**src/rtl/result_collector.sv**
```systemverilog
// Result matrix store for the row-column multiplier: collects results over the
// z_stb/z_ack handshake, then drains the finished matrix row-major over valid/ready.
module result_collector #(
    parameter int m     = 4,
    parameter int m_len = $clog2(m),
    parameter int W     = 32,
    parameter int CW    = 16
) (
    input  logic             clk,
    input  logic             rst,
    input  logic             clear,
    input  logic [W-1:0]     z_out,
    input  logic [m_len-1:0] z_i,
    input  logic [m_len-1:0] z_j,
    input  logic             z_stb,
    output logic             z_ack,
    output logic [W-1:0]     current_element,
    input  logic             mult_done,
    output logic [W-1:0]     out_data,
    output logic [m_len-1:0] out_i,
    output logic [m_len-1:0] out_j,
    output logic             out_valid,
    input  logic             out_ready,
    output logic [CW-1:0]    wr_count,
    output logic             done
);

    typedef enum logic [1:0] {
        COLLECT = 2'd0,
        DRAIN   = 2'd1,
        DONE    = 2'd2
    } state_t;

    localparam int N = m * m;
    localparam logic [m_len-1:0] LAST = m_len'(m - 1);

    state_t              state_q, state_d;
    logic [W-1:0]        mem_q [N];
    logic [W-1:0]        mem_d [N];
    logic                z_ack_q, z_ack_d;
    logic [CW-1:0]       wr_count_q, wr_count_d;
    logic                out_valid_q, out_valid_d;
    logic [m_len-1:0]    out_i_q, out_i_d;
    logic [m_len-1:0]    out_j_q, out_j_d;
    logic [W-1:0]        out_data_q, out_data_d;
    logic [m_len-1:0]    next_i, next_j;

    // Matrix is addressed by concatenating row and column, so m must be a power of two.
    assign current_element = mem_q[{z_i, z_j}];

    always_comb begin
        next_i = out_i_q;
        next_j = out_j_q + 1'b1;
        if (out_j_q == LAST) begin
            next_i = out_i_q + 1'b1;
            next_j = '0;
        end
    end

    always_comb begin
        state_d     = state_q;
        mem_d       = mem_q;
        z_ack_d     = 1'b0;
        wr_count_d  = wr_count_q;
        out_valid_d = out_valid_q;
        out_i_d     = out_i_q;
        out_j_d     = out_j_q;
        out_data_d  = out_data_q;

        case (state_q)
            COLLECT: begin
                // A pending write always wins over the move to DRAIN.
                if (z_stb && !z_ack_q) begin
                    mem_d[{z_i, z_j}] = z_out;
                    z_ack_d           = 1'b1;
                    if (wr_count_q != {CW{1'b1}}) begin
                        wr_count_d = wr_count_q + 1'b1;
                    end
                end else if (mult_done) begin
                    state_d     = DRAIN;
                    out_i_d     = '0;
                    out_j_d     = '0;
                    out_valid_d = 1'b1;
                    out_data_d  = mem_q[0];
                end
            end
            DRAIN: begin
                if (out_valid_q && out_ready) begin
                    if (out_i_q == LAST && out_j_q == LAST) begin
                        out_valid_d = 1'b0;
                        state_d     = DONE;
                    end else begin
                        out_i_d    = next_i;
                        out_j_d    = next_j;
                        out_data_d = mem_q[{next_i, next_j}];
                    end
                end
            end
            DONE: begin
            end
            default: begin
                state_d = COLLECT;
            end
        endcase

        if (clear) begin
            state_d     = COLLECT;
            mem_d       = '{default: '0};
            z_ack_d     = 1'b0;
            wr_count_d  = '0;
            out_valid_d = 1'b0;
        end
    end

    always_ff @(posedge clk) begin
        if (rst) begin
            state_q     <= COLLECT;
            mem_q       <= '{default: '0};
            z_ack_q     <= 1'b0;
            wr_count_q  <= '0;
            out_valid_q <= 1'b0;
            out_i_q     <= '0;
            out_j_q     <= '0;
            out_data_q  <= '0;
        end else begin
            state_q     <= state_d;
            mem_q       <= mem_d;
            z_ack_q     <= z_ack_d;
            wr_count_q  <= wr_count_d;
            out_valid_q <= out_valid_d;
            out_i_q     <= out_i_d;
            out_j_q     <= out_j_d;
            out_data_q  <= out_data_d;
        end
    end

    assign z_ack     = z_ack_q;
    assign wr_count  = wr_count_q;
    assign out_valid = out_valid_q;
    assign out_i     = out_i_q;
    assign out_j     = out_j_q;
    assign out_data  = out_data_q;
    assign done      = (state_q == DONE);

endmodule

```
**config.mk**
```make
export PLATFORM = sky130hd
export DESIGN_NAME = result_collector
export DESIGN_NICKNAME = d
export VERILOG_FILES = /design/src/rtl/result_collector.sv
export SDC_FILE = /design/constraint.sdc
export NUM_CORES = 2
export LEC_CHECK = 0
export BUFFER_PORTS_ARGS = -buffer_cell sky130_fd_sc_hd__buf_2
export CORE_MARGIN = 2
export CORE_UTILIZATION = 55
export DETAILED_ROUTE_END_ITERATION = 10
export HOLD_SLACK_MARGIN = 0.02
export PLACE_DENSITY = 0.69
export SLEW_MARGIN = 20
export SYNTH_ARGS = -nofsm -noshare
export SYNTH_HDL_FRONTEND = slang
export SYNTH_SLANG_ARGS = --single-unit
```
**constraint.sdc**
```tcl
create_clock -name clk -period 4.9 [get_ports clk]
set_input_delay 0.245 -clock clk [delete_from_list [all_inputs] [get_ports clk]]
set_output_delay 0.245 -clock clk [all_outputs]
set_load 0.02 [all_outputs]
```
**Yosys cells after proc, flatten, opt, wreduce, memory -nomap -nowiden**

Cells that the tools add are included.

- Add/subtract/negate cells: 3
- $lt $le $gt $ge: 3
- Equality and inequality tests: 10
- Multiplexer cells: 35
- Bitwise logic cells: 4
- Reduce and logical (&&, ||, !) cells: 14

Operators by type and width:

| kind | number |
|---|---|
| $bwmux 512 | 1 |
| $mux 32 | 9 |
| $bmux 32 s4 | 2 |
| $demux 32 s4 | 1 |
| $pmux 32 s2 | 1 |
| $mux 2 | 12 |
| $add 16x1->16 const B | 1 |
| $ne 16x16->1 const B | 1 |
| $reduce_and 5->1 | 3 |
| $ge 5x5->1 const B | 2 |
| $ne 2x2->1 const B | 5 |
| $not 4->5 | 2 |
| $pmux 2 s2 | 2 |
| $eq 2x2->1 const B | 3 |
| $pmux 2 s3 | 1 |
| $lt 5x1->1 const B | 1 |
| $mux 1 | 5 |
| $add 2x1->2 const B | 2 |
| $logic_and 1x1->1 | 4 |
| $reduce_and 3->1 | 1 |
| $reduce_or 3->1 | 1 |
| $eq 2x1->1 const B | 1 |
| $logic_not 2->1 | 1 |
| $not 1->1 | 2 |
| 5 further kinds | 5 |

- Bits in registers: 568
- Input port bits: 42
- Output and inout bits: 87
- Word-level logic and storage cells: 92

**Depth between registers and ports, before layout**

- Word-level depth: 9
- Depth in mapped cells: 10
- Mapped depth without buffers: 6

**Worst setup path before layout**

No wires, ideal clock.

- Kind: register to register
- From: register out_i_q[1] (netlist: out_i[1])
- To: register out_data_q[30] (netlist: out_data[30])
- Library setup time: 0.117 ns
- Data arrival time: 2.250 ns
- Required time: 4.783 ns
- Setup slack: 2.534 ns
- Cell stages (with the launch flop): 8
- Buffers on the path: 1
- Clock period less this slack: 2.366 ns
- Cells stage by stage: dfxtp_1 ha_1 mux2i_1 buf_2 mux4_2 nand2_1 nand3_1 a22o_1

- Cells in the longest elaborated chain, start to end: 9
- Elaborated cells between the ends (all ways): 13
- Classes of those cells: add/sub (1); eq/ne (2); mux (7); bitwise (1); reduce/logical (2)

RTL lines:

| item | RTL line | text |
|---|---|---|
| start: declaration | 43 | `logic [m_len-1:0] out_i_q, out_i_d;` |
| start signal: assignment | 131 | `out_i_q <= out_i_d;` |
| $add 2x1->2 | 55 | `next_i = out_i_q + 1'b1;` |
| $mux 2 | 54 | `if (out_j_q == LAST) begin` |
| $not 4->5 (not written as such) | 95 | `out_data_d = mem_q[{next_i, next_j}];` |
| $bmux 32 s4 | 95 |  |
| $mux 32 (not written as such) (2 in series) | 95 |  |
| $mux 32 | 89 | `if (out_i_q == LAST && out_j_q == LAST) begin` |
| $mux 32 | 88 | `if (out_valid_q && out_ready) begin` |
| $pmux 32 s2 | 70 | `case (state_q)` |
| end signal: assignment | 133 | `out_data_q <= out_data_d;` |
| end: declaration | 45 | `logic [W-1:0] out_data_q, out_data_d;` |

Parallel ways exist; a longest one is shown, timed or not. The select of a mux whose other input is x is not followed.
A chain may end at the register's enable or synchronous reset.

**Final worst setup path**

- From: register state_q[1]
- To: register mem_q[405] (netlist bit)

- Cells in the longest elaborated chain, start to end: 2

RTL lines:

| item | RTL line | text |
|---|---|---|
| start: declaration | 37 | `state_t state_q, state_d;` |
| start signal: assignment | 126 | `state_q <= state_d;` |
| $logic_not 2->1 | 70 |  |
| $reduce_and 2->1 (no source line) | - |  |
| end signal: assignment | 127 | `mem_q <= mem_d;` |
| end: declaration | 38 | `logic [W-1:0] mem_q [N];` |

Every way passes these cells.

==> metrics.txt <==
# TYPE chip_impl_metric gauge
chip_impl_info{name="status",value="finished clean"} 1
chip_impl_info{name="min-delay-start",value="z_out[24]"} 1
chip_impl_metric{name="yosys_register_bits",unit=""} 568
chip_impl_metric{name="hpwl",unit="mm"} 57.6
chip_impl_metric{name="final-setup-viol-count",unit=""} 0
chip_impl_metric{name="timing.hold.worst_path_depth",unit=""} 3
chip_impl_info{name="hold_path.class",value="input port to register"} 1
chip_impl_info{name="whs_endpoint",value="mem_q[120]"} 1
chip_impl_info{name="clock-root-buffer",value="clkbuf_16"} 1
chip_impl_metric{name="ctsHtreeMaxLevel",unit=""} 2
chip_impl_metric{name="clkTransAtPathRegs",unit="ns"} 0.06
chip_impl_metric{name="synthesis.area",unit="sq um"} 28100
chip_impl_info{name="most_used_cells_in_the_layout_excluding_fill_and_tap_cells",value="nand2_1 (1,063), dfxtp_1 (567), a21oi_1 (520), mux4_2 (265), buf_2 (125)"} 1
chip_impl_metric{name="port_buffers",unit=""} 128
chip_impl_metric{name="wl_per_cell",unit="um"} 25.9
chip_impl_metric{name="highest_achievable_clock_rate",unit="MHz"} 300
chip_impl_metric{name="required_time_reported_for_the_critical_path_endpoint",unit="ns"} 5.44
chip_impl_metric{name="postLayoutCoreUtil",unit="%"} 62.2
chip_impl_metric{name="seq_area_frac_synth",unit="%"} 40.5
chip_impl_metric{name="post-cts-setup-buffer-count",unit=""} 0
chip_impl_metric{name="clock-skew-final",unit="ns"} 0.0126
chip_impl_metric{name="gp_routability_congestion",unit=""} 0.890
chip_impl_info{name="topRoutingLayerUsed",value="met4"} 1
chip_impl_metric{name="chipHeight",unit="um"} 230
chip_impl_info{name="timing.critical_path.from_type",value="register"} 1
chip_impl_info{name="worstReg2RegEnd",value="mem_q[405]"} 1
chip_impl_metric{name="count_of_synthesis_stage_warnings_from_yosys",unit=""} 0
chip_impl_metric{name="dieWidth",unit="um"} 230
chip_impl_metric{name="power_per_cell_area",unit="nW/um^2"} 318
chip_impl_metric{name="areaGrowthSynthToFinish",unit="%"} 11.3
chip_impl_metric{name="worstSkewPairLatency",unit="ns"} 0.62
chip_impl_metric{name="syn_inst",unit=""} 3143
chip_impl_metric{name="report.power.total",unit="W"} 0.00993
chip_impl_metric{name="initial_core_util",unit="%"} 55.9
chip_impl_metric{name="routed-wl-met2",unit="mm"} 44.0
chip_impl_info{name="ys.flop_type",value="dfxtp_1"} 1
chip_impl_metric{name="period_minus_slack",unit="ns"} 3.33
chip_impl_metric{name="data_arrival_time_of_the_critical_path",unit="ns"} 3.87
chip_impl_metric{name="synth_enable_flop_cells",unit=""} 0
chip_impl_metric{name="wl_met3",unit="mm"} 13.2
chip_impl_info{name="path_class",value="register to register"} 1
chip_impl_metric{name="finalNetCount",unit=""} 3147
chip_impl_metric{name="grt_first_pass_wirelength",unit="mm"} 147
chip_impl_metric{name="antenna_found_initial",unit=""} 1
chip_impl_metric{name="initialDrtViolationCount",unit=""} 3396
chip_impl_metric{name="die_area",unit="sq um"} 52900
chip_impl_metric{name="design.portCount",unit=""} 129
chip_impl_info{name="cts_tree",value="yes"} 1
chip_impl_metric{name="async_flop_share",unit="%"} 0
chip_impl_metric{name="maxSlewViolCount",unit=""} 0
chip_impl_info{name="worst_setup_path_end_kind",value="register"} 1
chip_impl_metric{name="path_max_fanout",unit=""} 18
chip_impl_info{name="crit-reg2reg-launch",value="state_q[1]"} 1
chip_impl_metric{name="synthDistinctLibCells",unit=""} 58
chip_impl_metric{name="postSynthAreaPerCell",unit="sq um"} 8.94
chip_impl_metric{name="final_layout_size_suffix_gt1_share",unit="%"} 19.5
chip_impl_metric{name="drt_pre_antenna_iters",unit=""} 7
chip_impl_metric{name="detailroute.via_count",unit=""} 25200
chip_impl_info{name="layout.cells.most_common",value="nand2_1"} 1
chip_impl_metric{name="first_global_vias",unit=""} 24100
chip_impl_metric{name="timing.final.crit_share",unit="%"} 68.0
chip_impl_metric{name="drt-vias-per-instance",unit=""} 6.59
chip_impl_metric{name="cts_made_buffers",unit=""} 60
chip_impl_metric{name="slew_headroom",unit="%"} 19.2
chip_impl_metric{name="timing.reg2reg.worst_path_depth",unit=""} 6
chip_impl_metric{name="drt-met1-wl",unit="mm"} 36.8
chip_impl_metric{name="total_length_of_routed_wires",unit="mm"} 99.1
chip_impl_metric{name="placeableCoreArea",unit="sq um"} 50300
chip_impl_metric{name="number_of_filler_cells_placed_in_the_layout",unit=""} 4242
chip_impl_metric{name="groute.usage.overall",unit="%"} 36.9
chip_impl_metric{name="fp-row-count",unit=""} 82
chip_impl_metric{name="synth.net_count",unit=""} 3188
chip_impl_info{name="rsz_0062_raised_after_global_routing",value="false"} 1
chip_impl_metric{name="setup_tns",unit="ns"} 0
chip_impl_metric{name="worst_pin_slew",unit="ns"} 1.21
chip_impl_metric{name="vdd.ir_drop.worst",unit="uV"} 268
chip_impl_metric{name="globalRouteOverflowTotal",unit=""} 0
chip_impl_metric{name="final_hold_vio_count",unit=""} 0
chip_impl_metric{name="r2r_slack",unit="ns"} 1.57
chip_impl_metric{name="clock_sinks",unit=""} 568
chip_impl_metric{name="post_layout_nonfiller_instances",unit=""} 3822
chip_impl_metric{name="max_cap_viol_count",unit=""} 0
chip_impl_metric{name="ant_nets",unit=""} 0
chip_impl_metric{name="clock_tree.buffer_depth",unit=""} 3
chip_impl_metric{name="cts_repair_resize_count",unit=""} 0
chip_impl_metric{name="number_of_instances_in_the_placed_design",unit=""} 3679
chip_impl_metric{name="post-route-drc-count",unit=""} 0
chip_impl_metric{name="total_leakage_power",unit="nW"} 10.0
chip_impl_metric{name="grt_start_max_net_pins",unit=""} 150
-- cells by family after synthesis --
| logic type | after synthesis | synth area share (%) |
|---|---|---|
| simple gates | 1260 | 18.1 |
| compound gates | 659 | 12.7 |
| flops | 568 | 40.5 |
| buf+inv | 324 | 5.05 |
| mux | 317 | 23.2 |
| xor+xnor | 12 | 0.374 |
| fa+ha+maj | 3 | 0.134 |
-- metrics by stage --
step           setup slack (ns)  hold WS (ns)  cell area (sq um)
3_3_place_gp               1.68         0.448              29000
3_5_place_dp               1.70         0.457              29000
2_1_floorplan              2.53         0.442              28100
6_report                   1.57        0.0465              31300
4_1_cts                    1.67        0.0221              31300
5_1_grt                    1.51        0.0474              31300
-- worst max-delay path, cell delays in order (launching register included) --
cell	delay, ns
dfxtp_1	0.46
nor4b_4	0.65
nand3_1	0.44
nor3_4	0.94
buf_4	0.48
nand2_1	0.12
a21oi_1	0.15
-- worst max path at each step --
| stage | start | depth (start not counted) | to | slack [ns] |
|---|---|---|---|---|
| 2_1_floorplan | out_i[1] | 7 | out_data[30] | 2.53 |
| 3_3_place_gp | state_q[1] | 6 | mem_q[384] | 1.68 |
| 3_5_place_dp | state_q[1] | 6 | mem_q[405] | 1.70 |
| 4_1_cts | state_q[1] | 6 | mem_q[405] | 1.67 |
| 5_1_grt | state_q[1] | 6 | mem_q[403] | 1.51 |
| 6_report | state_q[1] | 6 | mem_q[405] | 1.57 |
-- flip-flops by register name (all words and copies together) (netlist names) --
signal / cells
out_valid: 1
out_i: 2
wr_count: 16
state_q: 2
mem_q: 512
out_j: 2
out_data: 32
z_ack: 1
-- repair_timing --
action,CTS,global route
hold endpoints to repair,407,0
hold buffers,33,0
endpoints found under the setup margin,0,0
-- cell usage after synthesis, types with 21 or more instances --
master	n	share of area, %
a21oi_1	520	9.3
buf_2	74	1.3
clkbuf_1	216	2.9
dfxtp_1	568	40
mux2_2	22	0.88
mux2i_1	30	1.1
mux4_2	265	21
nand2_1	1075	14
nand3_1	21	0.37
nor2_1	69	0.92
nor3_1	24	0.43
o21ai_0	32	0.57
o22ai_1	34	0.76
-- layer usage --
metal,GRT usage (%),up-vias
met3,7.45,340
met5,0,-
met4,18.1,0
li1,-,10900
met1,50.2,12200
met2,56.3,1777
-- layout make-up --
type / instances / area [sq um] / share of cell area [%]
clock buffer: 96 / 1810 / 5.78
timing repair buffer: 220 / 1560 / 4.98
antenna: 2 / 5.00 / 0.0160
clock inverter: 12 / 163 / 0.520
tap: 672 / 841 / 2.69
inverter: 1 / 3.75 / 0.0120
sequential: 568 / 11400 / 36.4
multi-input combinational: 2251 / 15500 / 49.6
-- report_power, final --
part / switching (W) / leakage [nW] / internal [W]
combinational: 0.000464 / 4.48 / 0.000189
sequential: 0.0000211 / 4.58 / 0.00464
clock: 0.00191 / 0.967 / 0.00271
total: 0.00239 / 10.0 / 0.00754
No activity file was read; power rests on OpenSTA's default activity.
